$ cat src/rtl/decoder_pkg.sv
// Shared decoder/UART definitions: word type, UART bit-period base
// and the receiver FSM state type.
package decoder_pkg;

  typedef logic [31:0] word;

  localparam word UartCmpVal = 32'd16;

  typedef enum logic [2:0] {
    IDLE,
    START,
    DATA,
    STOP,
    BREAK
  } uart_rx_state_t;

endpackage

$ cat src/rtl/uart_rx_sync.sv
// Two-flop synchronizer for the asynchronous rx pin.
// Flops reset to 1 so an idle line is seen during and after reset.
module uart_rx_sync (
  input  logic clk_i,
  input  logic reset_ni,
  input  logic d_i,
  output logic q_o
);

  logic ff1_q;
  logic ff2_q;

  always_ff @(posedge clk_i or negedge reset_ni) begin
    if (!reset_ni) begin
      ff1_q <= 1'b1;
      ff2_q <= 1'b1;
    end else begin
      ff1_q <= d_i;
      ff2_q <= ff1_q;
    end
  end

  assign q_o = ff2_q;

endmodule

$ cat src/rtl/uart_rx.sv
// UART receiver: 4 bytes (LSB first) per 32-bit word, valid/ready out.
// Define UART_RX_MAJORITY_EN for 2-of-3 majority sampling.
module uart_rx
  import decoder_pkg::*;
(
  input  logic        clk_i,
  input  logic        reset_ni,
  input  logic [31:0] prescaler,
  input  logic        rx,
  input  logic        ready,
  output logic [31:0] d_out,
  output logic        valid,
  output logic        framing_err,
  output logic        overrun
);

  logic rxs;

  uart_rx_sync u_sync (
    .clk_i    (clk_i),
    .reset_ni (reset_ni),
    .d_i      (rx),
    .q_o      (rxs)
  );

  uart_rx_state_t state_q, state_d;
  word            cnt_q, cnt_d;
  logic [2:0]     bit_q, bit_d;
  logic [7:0]     shift_q, shift_d;
  logic [1:0]     byte_q, byte_d;
  word            acc_q, acc_d;
  word            dout_q, dout_d;
  logic           valid_q, valid_d;
  logic           ferr_q, ferr_d;
  logic           ovr_q, ovr_d;
  logic           h1_q;
  logic           samp;
  logic           done;
  word            per;
  word            half;
  word            new_word;

  assign per  = UartCmpVal << prescaler;
  assign half = per >> 1;

`ifdef UART_RX_MAJORITY_EN
  // Decisions run one cycle late so the sample+1 value is available;
  // counter reloads to 1 to keep the bit grid unshifted.
  localparam word Off = 32'd1;
  logic h2_q;

  always_ff @(posedge clk_i or negedge reset_ni) begin
    if (!reset_ni) h2_q <= 1'b1;
    else           h2_q <= h1_q;
  end

  assign samp = (h2_q & h1_q) | (h2_q & rxs) | (h1_q & rxs);
`else
  localparam word Off = 32'd0;
  assign samp = rxs;
`endif

  assign new_word = acc_q | (word'(shift_q) << {byte_q, 3'b000});

  always_comb begin
    state_d = state_q;
    cnt_d   = cnt_q + 32'd1;
    bit_d   = bit_q;
    shift_d = shift_q;
    byte_d  = byte_q;
    acc_d   = acc_q;
    ferr_d  = 1'b0;
    done    = 1'b0;
    unique case (state_q)
      IDLE: begin
        cnt_d = '0;
        if (h1_q && !rxs) state_d = START;
      end
      START: begin
        if (cnt_q == half + Off) begin
          if (samp) begin
            state_d = IDLE;
          end else begin
            cnt_d   = Off;
            bit_d   = '0;
            state_d = DATA;
          end
        end
      end
      DATA: begin
        if (cnt_q == per - 32'd1 + Off) begin
          shift_d = {samp, shift_q[7:1]};
          cnt_d   = Off;
          bit_d   = bit_q + 3'd1;
          if (bit_q == 3'd7) state_d = STOP;
        end
      end
      STOP: begin
        if (cnt_q == per - 32'd1 + Off) begin
          if (samp) begin
            if (byte_q == 2'd3) begin
              done   = 1'b1;
              acc_d  = '0;
              byte_d = '0;
            end else begin
              acc_d  = new_word;
              byte_d = byte_q + 2'd1;
            end
            state_d = IDLE;
          end else begin
            ferr_d  = 1'b1;
            acc_d   = '0;
            byte_d  = '0;
            state_d = BREAK;
          end
        end
      end
      BREAK: begin
        cnt_d = '0;
        if (rxs) state_d = IDLE;
      end
      default: state_d = IDLE;
    endcase
  end

  always_comb begin
    valid_d = valid_q;
    dout_d  = dout_q;
    ovr_d   = 1'b0;
    if (valid_q && ready) valid_d = 1'b0;
    if (done) begin
      if (!valid_q || ready) begin
        dout_d  = new_word;
        valid_d = 1'b1;
      end else begin
        ovr_d = 1'b1;
      end
    end
  end

  always_ff @(posedge clk_i or negedge reset_ni) begin
    if (!reset_ni) begin
      state_q <= IDLE;
      cnt_q   <= '0;
      bit_q   <= '0;
      shift_q <= '0;
      byte_q  <= '0;
      acc_q   <= '0;
      dout_q  <= '0;
      valid_q <= 1'b0;
      ferr_q  <= 1'b0;
      ovr_q   <= 1'b0;
      h1_q    <= 1'b1;
    end else begin
      state_q <= state_d;
      cnt_q   <= cnt_d;
      bit_q   <= bit_d;
      shift_q <= shift_d;
      byte_q  <= byte_d;
      acc_q   <= acc_d;
      dout_q  <= dout_d;
      valid_q <= valid_d;
      ferr_q  <= ferr_d;
      ovr_q   <= ovr_d;
      h1_q    <= rxs;
    end
  end

  assign d_out       = dout_q;
  assign valid       = valid_q;
  assign framing_err = ferr_q;
  assign overrun     = ovr_q;

endmodule
$ cat config.mk
export PLATFORM = sky130hd
export DESIGN_NAME = uart_rx
export DESIGN_NICKNAME = d
export VERILOG_FILES = /design/src/rtl/decoder_pkg.sv /design/src/rtl/uart_rx_sync.sv /design/src/rtl/uart_rx.sv
export SDC_FILE = /design/constraint.sdc
export NUM_CORES = 1
export LEC_CHECK = 0
export ABC_CLOCK_PERIOD_IN_PS = 5300
export CORE_ASPECT_RATIO = 0.9
export CORE_MARGIN = 4
export CORE_UTILIZATION = 40
export DETAILED_ROUTE_END_ITERATION = 7
export PLACE_DENSITY = 0.64
export SLEW_MARGIN = 20
export SYNTH_ARGS = -nofsm -noshare
export SYNTH_HDL_FRONTEND = slang
export SYNTH_SLANG_ARGS = --single-unit
$ cat constraint.sdc
create_clock -name clk_i -period 5.3 [get_ports clk_i]
set_input_delay 0.53 -clock clk_i [delete_from_list [all_inputs] [get_ports clk_i]]
set_output_delay 0.53 -clock clk_i [all_outputs]
set_load 0.02 [all_outputs]
==> results.py, run 1 <==
metrics = {
    "sta": {
        "fin_setup_tns_ns": 0,
        "skew_ns": 0.0145,
        "setup_violations": 0,
        "fin_ws_ns": 0.842,
        "fmax_mhz": 224,
        "tightest_slew_ns": 0.933,
        "maxSlewViolCount": 0,
        "finalCriticalPeriod_ns": 4.46,
        "hold_viol_final": 0,
        "rsz0062_at_grt": "false",
        "fin_crit_sh_pct": 84.1,
        "slew_headroom_pct": 37.6,
    },
    "placement": {
        "portBuffers": 70,
        "hpwl_mm": 15.9,
        "preCtsSetupSlack_ns": 0.489,
        "gp_congestion": 0.978,
    },
    "floorplan": {
        "die_w_um": 152,
        "die_h_um": 137,
        "core_mm2": 0.0183,
        "rows": 47,
        "start_util_pct": 40.6,
        "die-area_mm2": 0.0209,
        "num_io_pins": 71,
    },
    "status": {
        "status": "finished, final reports clean",
    },
    "critical_path": {
        "critPathMostFrequentCell": "nor2_1",
        "path_delay_family": "simple AND/OR/NAND/NOR gates",
        "cp.required_ns": 5.60,
        "cp-end-kind": "register",
        "worstPathMaxFanout": 10,
        "critical_path_buf_inv_count": 2,
        "slowest_delay_ns": 0.47,
        "start_kind": "input port",
        "arrival_ns": 4.76,
        "crit_slowest_cell": "nor4_4",
        "crit_chain": "clkdlybuf4s50_1 > nor4_4 > and4_1 > nand3_1 > ha_1 > clkinv_1 > nor2_1 > a311o_1 > a221oi_1 > nand3b_1 > nor3_1 > nand4_1 > nor2_1 > mux2_2",
        "path_class": "input port to register",
        "r2r_slack_ns": 2.05,
    },
    "synthesis": {
        "ys.flop_type": "dfrtp_1",
        "syn-num-nets": 888,
        "ys_seq_elements": 118,
        "ys_warn_count": 0,
        "synth_area_mm2": 0.00745,
        "synth.area.top_cells": "dfrtp_1, nor2_1, mux2i_1",
        "yosysTopAreaCellShare_pct": 38.6,
        "ys_seq_area_share_pct": 39.7,
        "async_flop_share_pct": 100,
        "syn_avg_cell_area_um2": 8.81,
        "synth_top_area_cell": "dfrtp_1",
        "synth_edf_count": 0,
        "synthCells": 846,
        "post_synth_num_cell_types": 77,
    },
    "clock_tree": {
        "cts_buffers": 17,
        "cts-root-buf": "clkbuf_16",
        "cts.sinks": 118,
        "postCtsSetupBuffers": 0,
        "post_cts_resized": 0,
        "cts_max_level": 4,
        "cts_hold_buf": 0,
        "clock_path_buffers": 2,
        "cts_tree": "yes",
        "insertion_delay_ns": 0.42,
        "cts.clk_slew.worst_paths_ns": 0.07,
    },
    "worst_hold_path": {
        "hold_path.class": "input port to asynchronous set/reset pin",
    },
    "layout": {
        "nNetsFinal": 941,
        "areaGrowthSynthToFinish_pct": 20.0,
        "antenna-diode-count": 0,
        "final_cell_mix": "dfrtp_1, nor2_1, clkdlybuf4s50_1",
        "final.fill_count": 1776,
        "final_layout_size_suffix_gt1_share_pct": 9.54,
        "layout.cells.most_common": "dfrtp_1",
        "multiInputGateArea_mm2": 0.00402,
        "regArea_mm2": 0.00296,
    },
    "power": {
        "leakagePower_nw": 3.95,
        "powerDensity_mw_per_mm2": 264,
        "ir_drop_mv": 0.194,
    },
    "routing": {
        "vias_per_cell": 5.75,
        "route.detailed.drc": 0,
        "wirelength_mm": 21.9,
        "drtIter0Drc": 639,
        "wl_per_cell_um": 18.9,
        "ant_nets": 0,
        "dr.pass1.iters": 5,
        "via_count": 6649,
    },
    "run": {
        "drv_cap": 0,
    },
    "global_route": {
        "grt_pass1_vias": 6252,
        "grt_antenna_before_repair": 0,
        "grt_pass1_wl_mm": 35.4,
        "grt_overflow": 0,
        "grt_usage_pct": 21.4,
        "grt_start_max_net_pins": 56,
    },
}
==> final cells by class <==
| type | instances | share of cell area, % |
|---|---|---|
| sequential | 118 | 33.1 |
| clock inverter | 14 | 1.43 |
| timing repair buffer | 98 | 10.3 |
| tap | 245 | 3.43 |
| clock buffer | 18 | 4.80 |
| inverter | 50 | 2.10 |
| multi-input combinational | 614 | 44.9 |
==> kinds of logic (layout without fill, tap and decap cells) <==
logic type      count (synthesis)  in the layout  share of synthesized area (%)
simple gates                  334            334                           23.8
compound gates                178            178                           16.6
flops                         118            118                           39.7
buf+inv                       114            180                           6.55
mux                            52             52                           7.24
xor+xnor                       44             44                           5.17
fa+ha+maj                       6              6                           1.01
==> report_power, final <==
part           leakage [nW]  internal [mW]  switching (mW)
clock                 0.269          0.648           0.435
combinational          2.24          0.121           0.143
sequential             1.44          0.935          0.0784
==> through the flow <==
stage / hold WS [ns] / util, % / cells / cell area [um^2] / total power [mW]
2_1_floorplan: 0.234 / - / 846 / 7450 / 1.17
3_3_place_gp: 0.347 / 45.7 / 1125 / 8390 / 1.29
6_report: 0.0442 / 48.7 / 1157 / 8940 / 2.36
3_5_place_dp: 0.347 / 45.7 / 1125 / 8390 / 1.29
4_1_cts: 0.0297 / 48.7 / 1157 / 8940 / 2.39
5_1_grt: 0.0663 / 48.7 / 1157 / 8940 / 2.48
==> state kept, by name, summed over array words and instances, names as in the netlist <==
register,count
acc_q,32
bit_q,3
byte_q,2
cnt_q,32
d_out,32
framing_err,1
h1_q,1
overrun,1
shift_q,8
state_q,3
u_sync.ff1_q,1
u_sync.q_o,1
valid,1
==> final timing paths <==
check,startpoint,end,cells past startpoint
setup / recovery,prescaler[18],byte_q[0],14
hold / removal,reset_ni,bit_q[1],1
setup reg to reg,cnt_q[23],d_out[19],11
hold reg to reg,u_sync.ff1_q,u_sync.q_o,0
max in group asynchronous,reset_ni,cnt_q[7],2
min in group clk_i,u_sync.ff1_q,u_sync.q_o,0
==> metal layers <==
layer	routed length [um]	vias up	GRT usage [%]
met3	1780	21	4.55
met1	10600	3223	32.1
li1	-	3131	-
met2	9200	274	31.1
met4	301	0	6.14
met5	0	-	0
==> worst reg2reg max path, delay by kind of cell (launching register included) <==
| family | cells | cell delay, ns |
|---|---|---|
| simple gates | 3 | 0.46 |
| buf+inv | 3 | 0.70 |
| flops | 1 | 0.57 |
| mux | 2 | 0.78 |
| compound gates | 3 | 0.67 |
==> cells in the mapped netlist, types with 16 or more instances <==
library cell / n
nor4_1: 16
nor3_1: 20
nor2_1: 108
o21a_1: 32
a21oi_1: 48
xnor2_1: 24
inv_1: 49
buf_2: 21
nand4_1: 19
dfrtp_1: 115
mux2i_1: 37
nand3_1: 38
clkbuf_1: 29
o21ai_0: 16
xor2_1: 20
nand2_1: 56
No activity file was read; power rests on OpenSTA's default activity.
==> run 2, diff against run 1 <==
--- a/config.mk
+++ b/config.mk
@@ -5,7 +5,7 @@
 export SDC_FILE = /design/constraint.sdc
 export NUM_CORES = 1
 export LEC_CHECK = 0
-export ABC_CLOCK_PERIOD_IN_PS = 5300
+export ABC_CLOCK_PERIOD_IN_PS = 4400
 export CORE_ASPECT_RATIO = 0.9
 export CORE_MARGIN = 4
 export CORE_UTILIZATION = 40
==> constraint.sdc (replaced) <==
create_clock -name clk_i -period 4.4 [get_ports clk_i]
set_input_delay 0.44 -clock clk_i [delete_from_list [all_inputs] [get_ports clk_i]]
set_output_delay 0.44 -clock clk_i [all_outputs]
set_load 0.02 [all_outputs]
==> results.py, run 2 (synthesized netlist as in run 1, its figures left out) <==
metrics = {
    "power": {
        "powerDensity_mw_per_mm2": 332,
        "ir_drop_mv": 0.377,
        "leakagePower_nw": 4.10,
    },
    "routing": {
        "route.detailed.drc": 0,
        "wl_per_cell_um": 18.6,
        "wirelength_mm": 21.9,
        "vias_per_cell": 5.71,
        "drtIter0Drc": 515,
        "via_count": 6724,
        "dr.pass1.iters": 5,
        "ant_nets": 0,
    },
    "sta": {
        "hold_viol_final": 0,
        "maxSlewViolCount": 0,
        "skew_ns": 0.00862,
        "fin_setup_tns_ns": 0,
        "tightest_slew_ns": 0.956,
        "finalCriticalPeriod_ns": 3.77,
        "fin_crit_sh_pct": 85.7,
        "slew_headroom_pct": 36.0,
        "rsz0062_at_grt": "false",
        "setup_violations": 0,
        "fmax_mhz": 265,
    },
    "placement": {
        "portBuffers": 70,
        "placedCellCount": 1145,
        "hpwl_mm": 15.8,
        "gp_congestion": 0.983,
    },
    "critical_path": {
        "cp-end-kind": "register",
        "ff2ff_path_depth": 10,
        "r2r_end": "shift_q[6]",
        "crit_slowest_cell": "clkdlybuf4s50_1",
        "r2r-start": "cnt_q[23]",
        "worstPathMaxFanout": 10,
        "slowest_delay_ns": 0.39,
        "arrival_ns": 4.06,
        "cp.required_ns": 4.70,
        "r2r_slack_ns": 1.23,
        "start_kind": "input port",
        "path_class": "input port to register",
        "crit_chain": "clkdlybuf4s50_1 > nor4_1 > nand4_1 > nor2_1 > nand3_1 > ha_1 > clkinv_1 > nor2_1 > a311o_1 > a221oi_1 > nand2_1 > nor4_1 > and4_1 > and3_1 > buf_12 > mux2_1",
    },
    "global_route": {
        "grt_pass1_wl_mm": 34.9,
        "grt_start_max_net_pins": 54,
        "grt_antenna_before_repair": 0,
        "grt_usage_pct": 21.1,
        "grt_overflow": 0,
        "grt_pass1_vias": 6205,
    },
    "clock_tree": {
        "cts_hold_buf": 0,
        "post_cts_resized": 0,
        "cts_tree": "yes",
        "postCtsSetupBuffers": 0,
        "cts.clk_slew.worst_paths_ns": 0.06,
        "clock_path_buffers": 2,
        "cts_buffers": 17,
        "cts.sinks": 118,
        "cts-root-buf": "clkbuf_16",
        "cts_max_level": 4,
        "insertion_delay_ns": 0.42,
    },
    "layout": {
        "final_cell_mix": "dfrtp_1, nor2_1, clkdlybuf4s50_1",
        "layout.cells.most_common": "dfrtp_1",
        "nNetsFinal": 961,
        "final.fill_count": 1710,
        "antenna-diode-count": 0,
        "areaGrowthSynthToFinish_pct": 23.6,
        "final_cell_count_no_fill": 1177,
        "final_layout_size_suffix_gt1_share_pct": 11.4,
        "fin_util_pct": 50.2,
    },
    "floorplan": {
        "num_io_pins": 71,
        "core_mm2": 0.0183,
        "die-area_mm2": 0.0209,
        "die_h_um": 137,
        "die_w_um": 152,
        "rows": 47,
        "start_util_pct": 40.6,
    },
    "status": {
        "status": "finished, final reports clean",
    },
    "worst_hold_path": {
        "hold_path.class": "input port to asynchronous set/reset pin",
    },
    "run": {
        "drv_cap": 0,
    },
}
-- run 2: cell types whose count changed in the layout (fill, tap and decap cells not counted) --
cell | previous run | this run
buf_12 | 1 | 3
buf_4 | 28 | 46
bufinv_16 | 1 | 5
clkbuf_1 | 1 | 2
clkbuf_8 | 0 | 1
clkinv_2 | 4 | 2
clkinv_4 | 2 | 3
clkinvlp_4 | 3 | 2
inv_6 | 3 | 0
inv_8 | 1 | 0
-- run 2: how the worst max path moves through the flow --
stage | depth (start not counted) | startpoint | to
finish | 16 | prescaler[13] | shift_q[6]
global route | 16 | prescaler[13] | overrun
CTS | 16 | prescaler[13] | shift_q[6]
detailed placement | 16 | prescaler[13] | shift_q[6]
global placement | 16 | prescaler[8] | acc_q[1]
floorplan | 16 | prescaler[3] | shift_q[0]
-- run 2: layout make-up --
class	count	area (um^2)	share of cell area (%)
clock buffer	20	447	4.85
inverter	50	188	2.04
clock inverter	12	201	2.19
multi-input combinational	614	4020	43.6
tap	245	307	3.33
timing repair buffer	118	1100	11.9
sequential	118	2960	32.1
-- run 2: worst max-delay path: cells and delay by family --
kind	cells	cell delay (ns)
AND/OR/NAND/NOR	9	1.76
AO/OA/AOI/OAI	2	0.67
buffers and inverters	3	0.62
multiplexers	1	0.33
adder cells (fa/ha/maj)	1	0.25
-- run 2: report_power, final --
| group | leakage [nW] | internal, mW | total, mW | switching [mW] |
|---|---|---|---|---|
| combinational | 2.35 | 0.149 | 0.315 | 0.166 |
| clock | 0.310 | 1.02 | 1.52 | 0.498 |
| sequential | 1.44 | 1.13 | 1.23 | 0.0985 |
| total | 4.10 | 2.30 | 3.06 | 0.763 |
-- run 2: through the flow --
step                      cell area [um^2]  power [mW]  hold WS [ns]  setup slack, ns
after floorplan                       7450        1.41         0.144            0.484
final                                 9210        3.06        0.0544            0.631
after CTS                             9210        3.08        0.0728            0.641
after global routing                  9210        3.18         0.106            0.248
after detailed placement              8560        1.55         0.348            0.201
after global placement                8560        1.54         0.347            0.174
-- run 2: per-layer routing --
metal | wire, um | GRT usage [%] | vias up
li1 | - | - | 3172
met1 | 10500 | 32.0 | 3216
met2 | 8920 | 28.4 | 299
met3 | 1930 | 5.12 | 37
met4 | 516 | 8.54 | 0
met5 | 0 | 0 | -
==> run 3, diff against run 2 <==
--- a/config.mk
+++ b/config.mk
@@ -15,3 +15,4 @@
 export SYNTH_ARGS = -nofsm -noshare
 export SYNTH_HDL_FRONTEND = slang
 export SYNTH_SLANG_ARGS = --single-unit
+export TNS_END_PERCENT = 50
==> results of run 3 <==
Final layout, timing and power as in run 2 (identical DEF).
